`src/rtl/seq_bcd_converter_if.sv`:
```
// Handshake and result bundle for seq_bcd_converter.
// The blank mask exists only when BCD_BLANK_EN is defined.
interface seq_bcd_converter_if #(
    parameter int BIN_W  = 16,
    parameter int DIGITS = 5
);
    logic                  start;
    logic [BIN_W-1:0]      bin;
    logic                  busy;
    logic                  done;
    logic [4*DIGITS-1:0]   bcd;
    logic                  overflow;
`ifdef BCD_BLANK_EN
    logic [DIGITS-1:0]     blank;
`endif

    modport master (
        output start, bin,
        input  busy, done, bcd, overflow
`ifdef BCD_BLANK_EN
        , input blank
`endif
    );

    modport slave (
        input  start, bin,
        output busy, done, bcd, overflow
`ifdef BCD_BLANK_EN
        , output blank
`endif
    );
endinterface

```
`src/rtl/seq_bcd_converter.sv`:
```
// Iterative double-dabble binary-to-BCD converter: one input bit per clock, saturating at all 9s.
// Optional macro BCD_BLANK_EN adds a registered leading-zero blanking mask.
module bcd_dabble_digit (
    input  logic [3:0] d,
    input  logic       cin,
    output logic [3:0] q,
    output logic       cout
);
    logic [3:0] adj;
    // adjusted digit peaks at 12, so the 4-bit add never wraps
    assign adj  = (d >= 4'd5) ? d + 4'd3 : d;
    assign q    = {adj[2:0], cin};
    assign cout = adj[3];
endmodule

module seq_bcd_converter #(
    parameter int BIN_W  = 16,
    parameter int DIGITS = 5
) (
    input  logic                 clk,
    input  logic                 rst,
    seq_bcd_converter_if.slave   bus
);
    localparam int CW = $clog2(BIN_W + 1);

    typedef enum logic {IDLE, SHIFT} state_t;
    state_t state, state_nx;

    logic [BIN_W-1:0]          sreg;
    logic [DIGITS-1:0][3:0]    scr, scr_nx;
    logic [DIGITS:0]           carry;
    logic [CW-1:0]             cnt;
    logic                      ovf_pend, ovf_now, last;

    assign carry[0] = sreg[BIN_W-1];

    for (genvar k = 0; k < DIGITS; k++) begin : g_dig
        bcd_dabble_digit u_dig (
            .d    (scr[k]),
            .cin  (carry[k]),
            .q    (scr_nx[k]),
            .cout (carry[k+1])
        );
    end

    assign last    = (state == SHIFT) && (cnt == CW'(1));
    assign ovf_now = ovf_pend | carry[DIGITS];
    assign bus.busy = (state == SHIFT);

    always_ff @(posedge clk or posedge rst) begin
        if (rst) state <= IDLE;
        else     state <= state_nx;
    end

    always_comb begin
        state_nx = state;
        case (state)
            IDLE:    if (bus.start) state_nx = SHIFT;
            SHIFT:   if (last)      state_nx = IDLE;
            default: state_nx = IDLE;
        endcase
    end

`ifdef BCD_BLANK_EN
    logic [DIGITS-1:0] blank_nx;
    logic              zero_hi;

    // blank digit k when it and every digit above it are zero; units stay lit
    always_comb begin
        blank_nx = '0;
        zero_hi  = 1'b1;
        for (int k = DIGITS - 1; k >= 1; k--) begin
            zero_hi     = zero_hi & (scr_nx[k] == 4'd0);
            blank_nx[k] = zero_hi & ~ovf_now;
        end
    end

    always_ff @(posedge clk or posedge rst) begin
        if (rst)       bus.blank <= '0;
        else if (last) bus.blank <= blank_nx;
    end
`endif

    always_ff @(posedge clk or posedge rst) begin
        if (rst) begin
            sreg         <= '0;
            scr          <= '0;
            cnt          <= '0;
            ovf_pend     <= 1'b0;
            bus.done     <= 1'b0;
            bus.bcd      <= '0;
            bus.overflow <= 1'b0;
        end else begin
            bus.done <= 1'b0;
            if (state == IDLE) begin
                if (bus.start) begin
                    sreg     <= bus.bin;
                    scr      <= '0;
                    ovf_pend <= 1'b0;
                    cnt      <= CW'(BIN_W);
                end
            end else begin
                sreg     <= {sreg[BIN_W-2:0], 1'b0};
                scr      <= scr_nx;
                ovf_pend <= ovf_now;
                cnt      <= cnt - CW'(1);
                if (last) begin
                    bus.done     <= 1'b1;
                    bus.bcd      <= ovf_now ? {DIGITS{4'h9}} : scr_nx;
                    bus.overflow <= ovf_now;
                end
            end
        end
    end
endmodule
```
`src/flat_wrapper.sv`:
```
// flat-port wrapper written by rule: the top's interface ports become plain ports
module seq_bcd_converter_flat 
#(
    parameter int BIN_W  = 16,
    parameter int DIGITS = 5
)
  (clk, rst, bus_start, bus_bin, bus_busy, bus_done, bus_bcd, bus_overflow);
  seq_bcd_converter_if #(.BIN_W(BIN_W), .DIGITS(DIGITS)) bus_i ();
  input  logic clk;
  input  logic rst;
  input wire logic [$bits(bus_i.start)-1:0] bus_start;
  input wire logic [$bits(bus_i.bin)-1:0] bus_bin;
  output wire logic [$bits(bus_i.busy)-1:0] bus_busy;
  output wire logic [$bits(bus_i.done)-1:0] bus_done;
  output wire logic [$bits(bus_i.bcd)-1:0] bus_bcd;
  output wire logic [$bits(bus_i.overflow)-1:0] bus_overflow;
  assign bus_i.start = bus_start;
  assign bus_i.bin = bus_bin;
  assign bus_busy = bus_i.busy;
  assign bus_done = bus_i.done;
  assign bus_bcd = bus_i.bcd;
  assign bus_overflow = bus_i.overflow;
  seq_bcd_converter #(.BIN_W(BIN_W), .DIGITS(DIGITS)) u_core (.clk(clk), .rst(rst), .bus(bus_i));
endmodule
```
`config.mk`:
```
export PLATFORM = sky130hd
export DESIGN_NAME = seq_bcd_converter_flat
export DESIGN_NICKNAME = d
export VERILOG_FILES = /design/src/rtl/seq_bcd_converter_if.sv /design/src/rtl/seq_bcd_converter.sv /design/src/flat_wrapper.sv
export SDC_FILE = /design/constraint.sdc
export NUM_CORES = 1
export LEC_CHECK = 0
export BUFFER_PORTS_ARGS = -buffer_cell sky130_fd_sc_hd__buf_2
export CAP_MARGIN = 20
export CORE_AREA = 2 2 127 98
export DETAILED_ROUTE_END_ITERATION = 8
export DIE_AREA = 0 0 129 100
export GPL_ROUTABILITY_DRIVEN = 0
export HOLD_SLACK_MARGIN = 0.05
export PLACE_DENSITY = 0.54
export SYNTH_ARGS = -nofsm -noshare
export SYNTH_HDL_FRONTEND = slang
export SYNTH_HIERARCHICAL = 1
export SYNTH_SLANG_ARGS = --single-unit
```
`constraint.sdc`:
```
create_clock -name clk -period 3.6 [get_ports clk]
set_input_delay 0.54 -clock clk [delete_from_list [all_inputs] [get_ports clk]]
set_output_delay 0.54 -clock clk [all_outputs]
set_load 0.01 [all_outputs]
```
==> impl_metrics.sql <==
INSERT INTO impl_metrics (metric_group, metric, value, unit) VALUES
('logic_synthesis', 'dominantRegCellSynth', 'dfrtp_1', ''),
('timing', 'timing_hold_violations_final', '0', ''),
('logic_synthesis', 'synthMostInstantiatedCell', 'dfrtp_1', ''),
('logic_synthesis', 'post_synth_instance_area', '3400', 'sq um'),
('critical_path', 'cpLargestDelayFamily', 'simple AND/OR/NAND/NOR gates', ''),
('critical_path', 'cp-end-kind', 'flop', ''),
('placement', 'dp_worst_setup_slack', '1310', 'ps'),
('timing', 'final.min_clock_period', '2320', 'ps'),
('drt', 'post_drt_via_cell_ratio', '4.41', ''),
('flow_run', 'drv.max_cap_violation_count', '0', ''),
('clock_network', 'cts.sinks', '65', ''),
('critical_path', 'cell_with_the_most_instances_on_the_worst_path', 'nand2b_1', ''),
('logic_synthesis', 'synth.avg_cell_area', '9.87', 'sq um'),
('grt', 'grt_pass1_wl', '12300', 'um'),
('logic_synthesis', 'netlist_instances', '345', ''),
('final_layout', 'antenna_cells', '0', ''),
('timing', 'fmax', '432', 'MHz'),
('final_layout', 'num-nets-final', '409', ''),
('drt', 'drt-wirelength-per-cell', '13.0', 'um'),
('timing', 'fin_skew', '6.36', 'ps'),
('logic_synthesis', 'synth.top_cells.by_count', '65 x dfrtp_1, 61 x nand2_1, 37 x o21ai_0', ''),
('critical_path', 'timing.critical_path.buf_inv', '0', ''),
('timing', 'min_period_over_period', '64.3', '%'),
('critical_path', 'worstPathCellList', 'ha_1 -> nand2b_1 -> nand2b_1 -> o21ai_1 -> nor2_1 -> nand2_1 -> mux2i_1', ''),
('floorplan', 'die_area', '12900', 'sq um'),
('clock_network', 'htree_num_levels', '3', ''),
('logic_synthesis', 'postSynthRegisterBits', '65', ''),
('drt', 'dr_total_vias', '2419', ''),
('floorplan', 'start_util', '28.7', '%'),
('timing', 'totalNegativeSetupSlack', '0', 'ps'),
('clock_network', 'clkSlewWorstSetupHoldPaths', '50', 'ps'),
('power', 'ir_worst_vdd', '0.287', 'mV'),
('clock_network', 'post_cts_resize_count', '0', ''),
('logic_synthesis', 'ys_async_sr_fraction', '100', '%'),
('critical_path', 'crit_slowest_cell', 'nor2_1', ''),
('drt', 'route.detailed.drc', '0', ''),
('floorplan', 'die_w', '129', 'um'),
('floorplan', 'die_height', '100', 'um'),
('final_layout', 'final_layout_size_suffix_gt1_share', '20.6', '%'),
('logic_synthesis', 'synthDominantCellAreaShare', '47.8', '%'),
('grt', 'gr-usage-all-layers', '12.3', '%'),
('timing', 'grt_setup_unrepaired', 'no', ''),
('timing', 'transition_time_of_the_tightest_slew_check_pin', '979', 'ps'),
('timing', 'fin_ws', '1280', 'ps'),
('logic_synthesis', 'ys_seq_area_share', '47.8', '%'),
('clock_network', 'clkLatencyLatePin', '330', 'ps'),
('logic_synthesis', 'synth_edf_count', '0', ''),
('logic_synthesis', 'yosysWarningCount', '6', ''),
('clock_network', 'post_cts.repair.setup_buffers', '0', ''),
('final_layout', 'syn2layout_area_growth', '18.0', '%'),
('logic_synthesis', 'postSynthNetCount', '376', ''),
('drt', 'drt.antenna.violating_nets', '0', ''),
('run_status', 'run_status', 'finished, final reports clean', ''),
('min_path', 'hold_class', 'in -> async', ''),
('logic_synthesis', 'synth_top_cells_by_area', 'dfrtp_1 48%, mux2i_1 9.4%, nand2_1 6.7%, o21ai_0 5.4%, nand2b_1 4.8%', ''),
('drt', 'detail_route.wirelength', '7160', 'um'),
('timing', 'final_setup_fails', '0', ''),
('critical_path', 'startpoint_type', 'flop', ''),
('grt', 'gr-total-overflow', '0', ''),
('drt', 'detailedRoute.firstPassIterationCount', '4', ''),
('drt', 'drt-initial-drc-count', '117', ''),
('placement', 'dpl.hpwl', '4710', 'um'),
('critical_path', 'cp.required', '3850', 'ps'),
('clock_network', 'cts_buffers', '9', ''),
('logic_synthesis', 'yosys.cell_types.count', '33', ''),
('critical_path', 'worst-setup-path-type', 'reg -> reg', ''),
('critical_path', 'reg2reg_slack', '1280', 'ps'),
('clock_network', 'cts_hold_buf', '0', ''),
('critical_path', 'crit_path_max_fanout', '12', ''),
('logic_synthesis', 'synthDominantAreaCellType', 'dfrtp_1', ''),
('power', 'power_per_unit_of_standard_cell_area', '891', 'nW/um^2');
sequential cells by signal (all words and copies together), names as in the netlist:
signal               flops
u_core/bus.overflow      1
u_core/cnt               5
u_core/scr              20
u_core/bus.busy          1
u_core/sreg             16
u_core/bus.done          1
u_core/bus.bcd          20
u_core/ovf_pend          1
per-stage QoR:
step / cell area (sq um) / utilization, % / std cells
floorplan: 3400 / - / 345
global placement: 3710 / 31.3 / 533
detailed placement: 3710 / 31.3 / 533
CTS: 4020 / 33.9 / 549
global route: 4020 / 33.9 / 549
finish: 4020 / 33.9 / 549
final timing paths:
kind,to,depth (start not counted)
worst max-delay path,u_core/bus.bcd[2]$_DFFE_PP0P_,7
worst min-delay path,u_core/bus.bcd[13]$_DFFE_PP0P_,2
worst max register to register,u_core/bus.bcd[2]$_DFFE_PP0P_,7
worst min register to register,u_core/sreg[5]$_DFFE_PP0P_,2
max in group asynchronous,u_core/scr[5]$_DFFE_PP0P_,3
min in group clk,u_core/sreg[0]$_DFFE_PP0P_,3
cells by family after synthesis:
family	share of synthesized area (%)
AOI/OAI and AO/OA	9.70
DFF	47.8
buffers and inverters	6.84
xor gates and xnor gates	1.54
muxes	13.8
adders and majority gates	4.41
and+or+nand+nor	15.9
cell usage in the layout (no fill, tap or decap), types with 5 or more instances in the layout:
cell type	instances
ha_1	12
buf_2	41
mux2_4	7
nor2_1	10
o21ai_1	5
o21ai_0	37
clkbuf_16	9
mux2i_1	32
inv_1	24
nand2b_1	26
nand2_1	61
a21oi_2	5
xnor2_1	5
or3_1	10
a22o_1	5
dfrtp_1	64
routing by layer:
| layer | GRT usage (%) | wire length (um) | vias to the layer above |
|---|---|---|---|
| li1 | - | - | 1202 |
| met1 | 16.7 | 3460 | 1157 |
| met2 | 18.4 | 3260 | 47 |
| met3 | 3.62 | 321 | 13 |
| met4 | 4.85 | 115 | 0 |
| met5 | 0 | 0 | - |
report_power, final:
part	switching (mW)	total (mW)	internal [mW]
sequential	0.248	1.29	1.04
combinational	0.754	1.39	0.634
clock	0.307	0.899	0.592
layout make-up:
class | instances | area [sq um]
Fill cell | 1224 | 7850
Sequential cell | 65 | 1630
Clock buffer | 14 | 274
Inverter | 25 | 93.8
Tap cell | 166 | 208
Clock inverter | 2 | 35.0
Multi-Input combinational cell | 232 | 1550
Timing Repair Buffer | 45 | 235
Power figures use the tool's default switching activity.
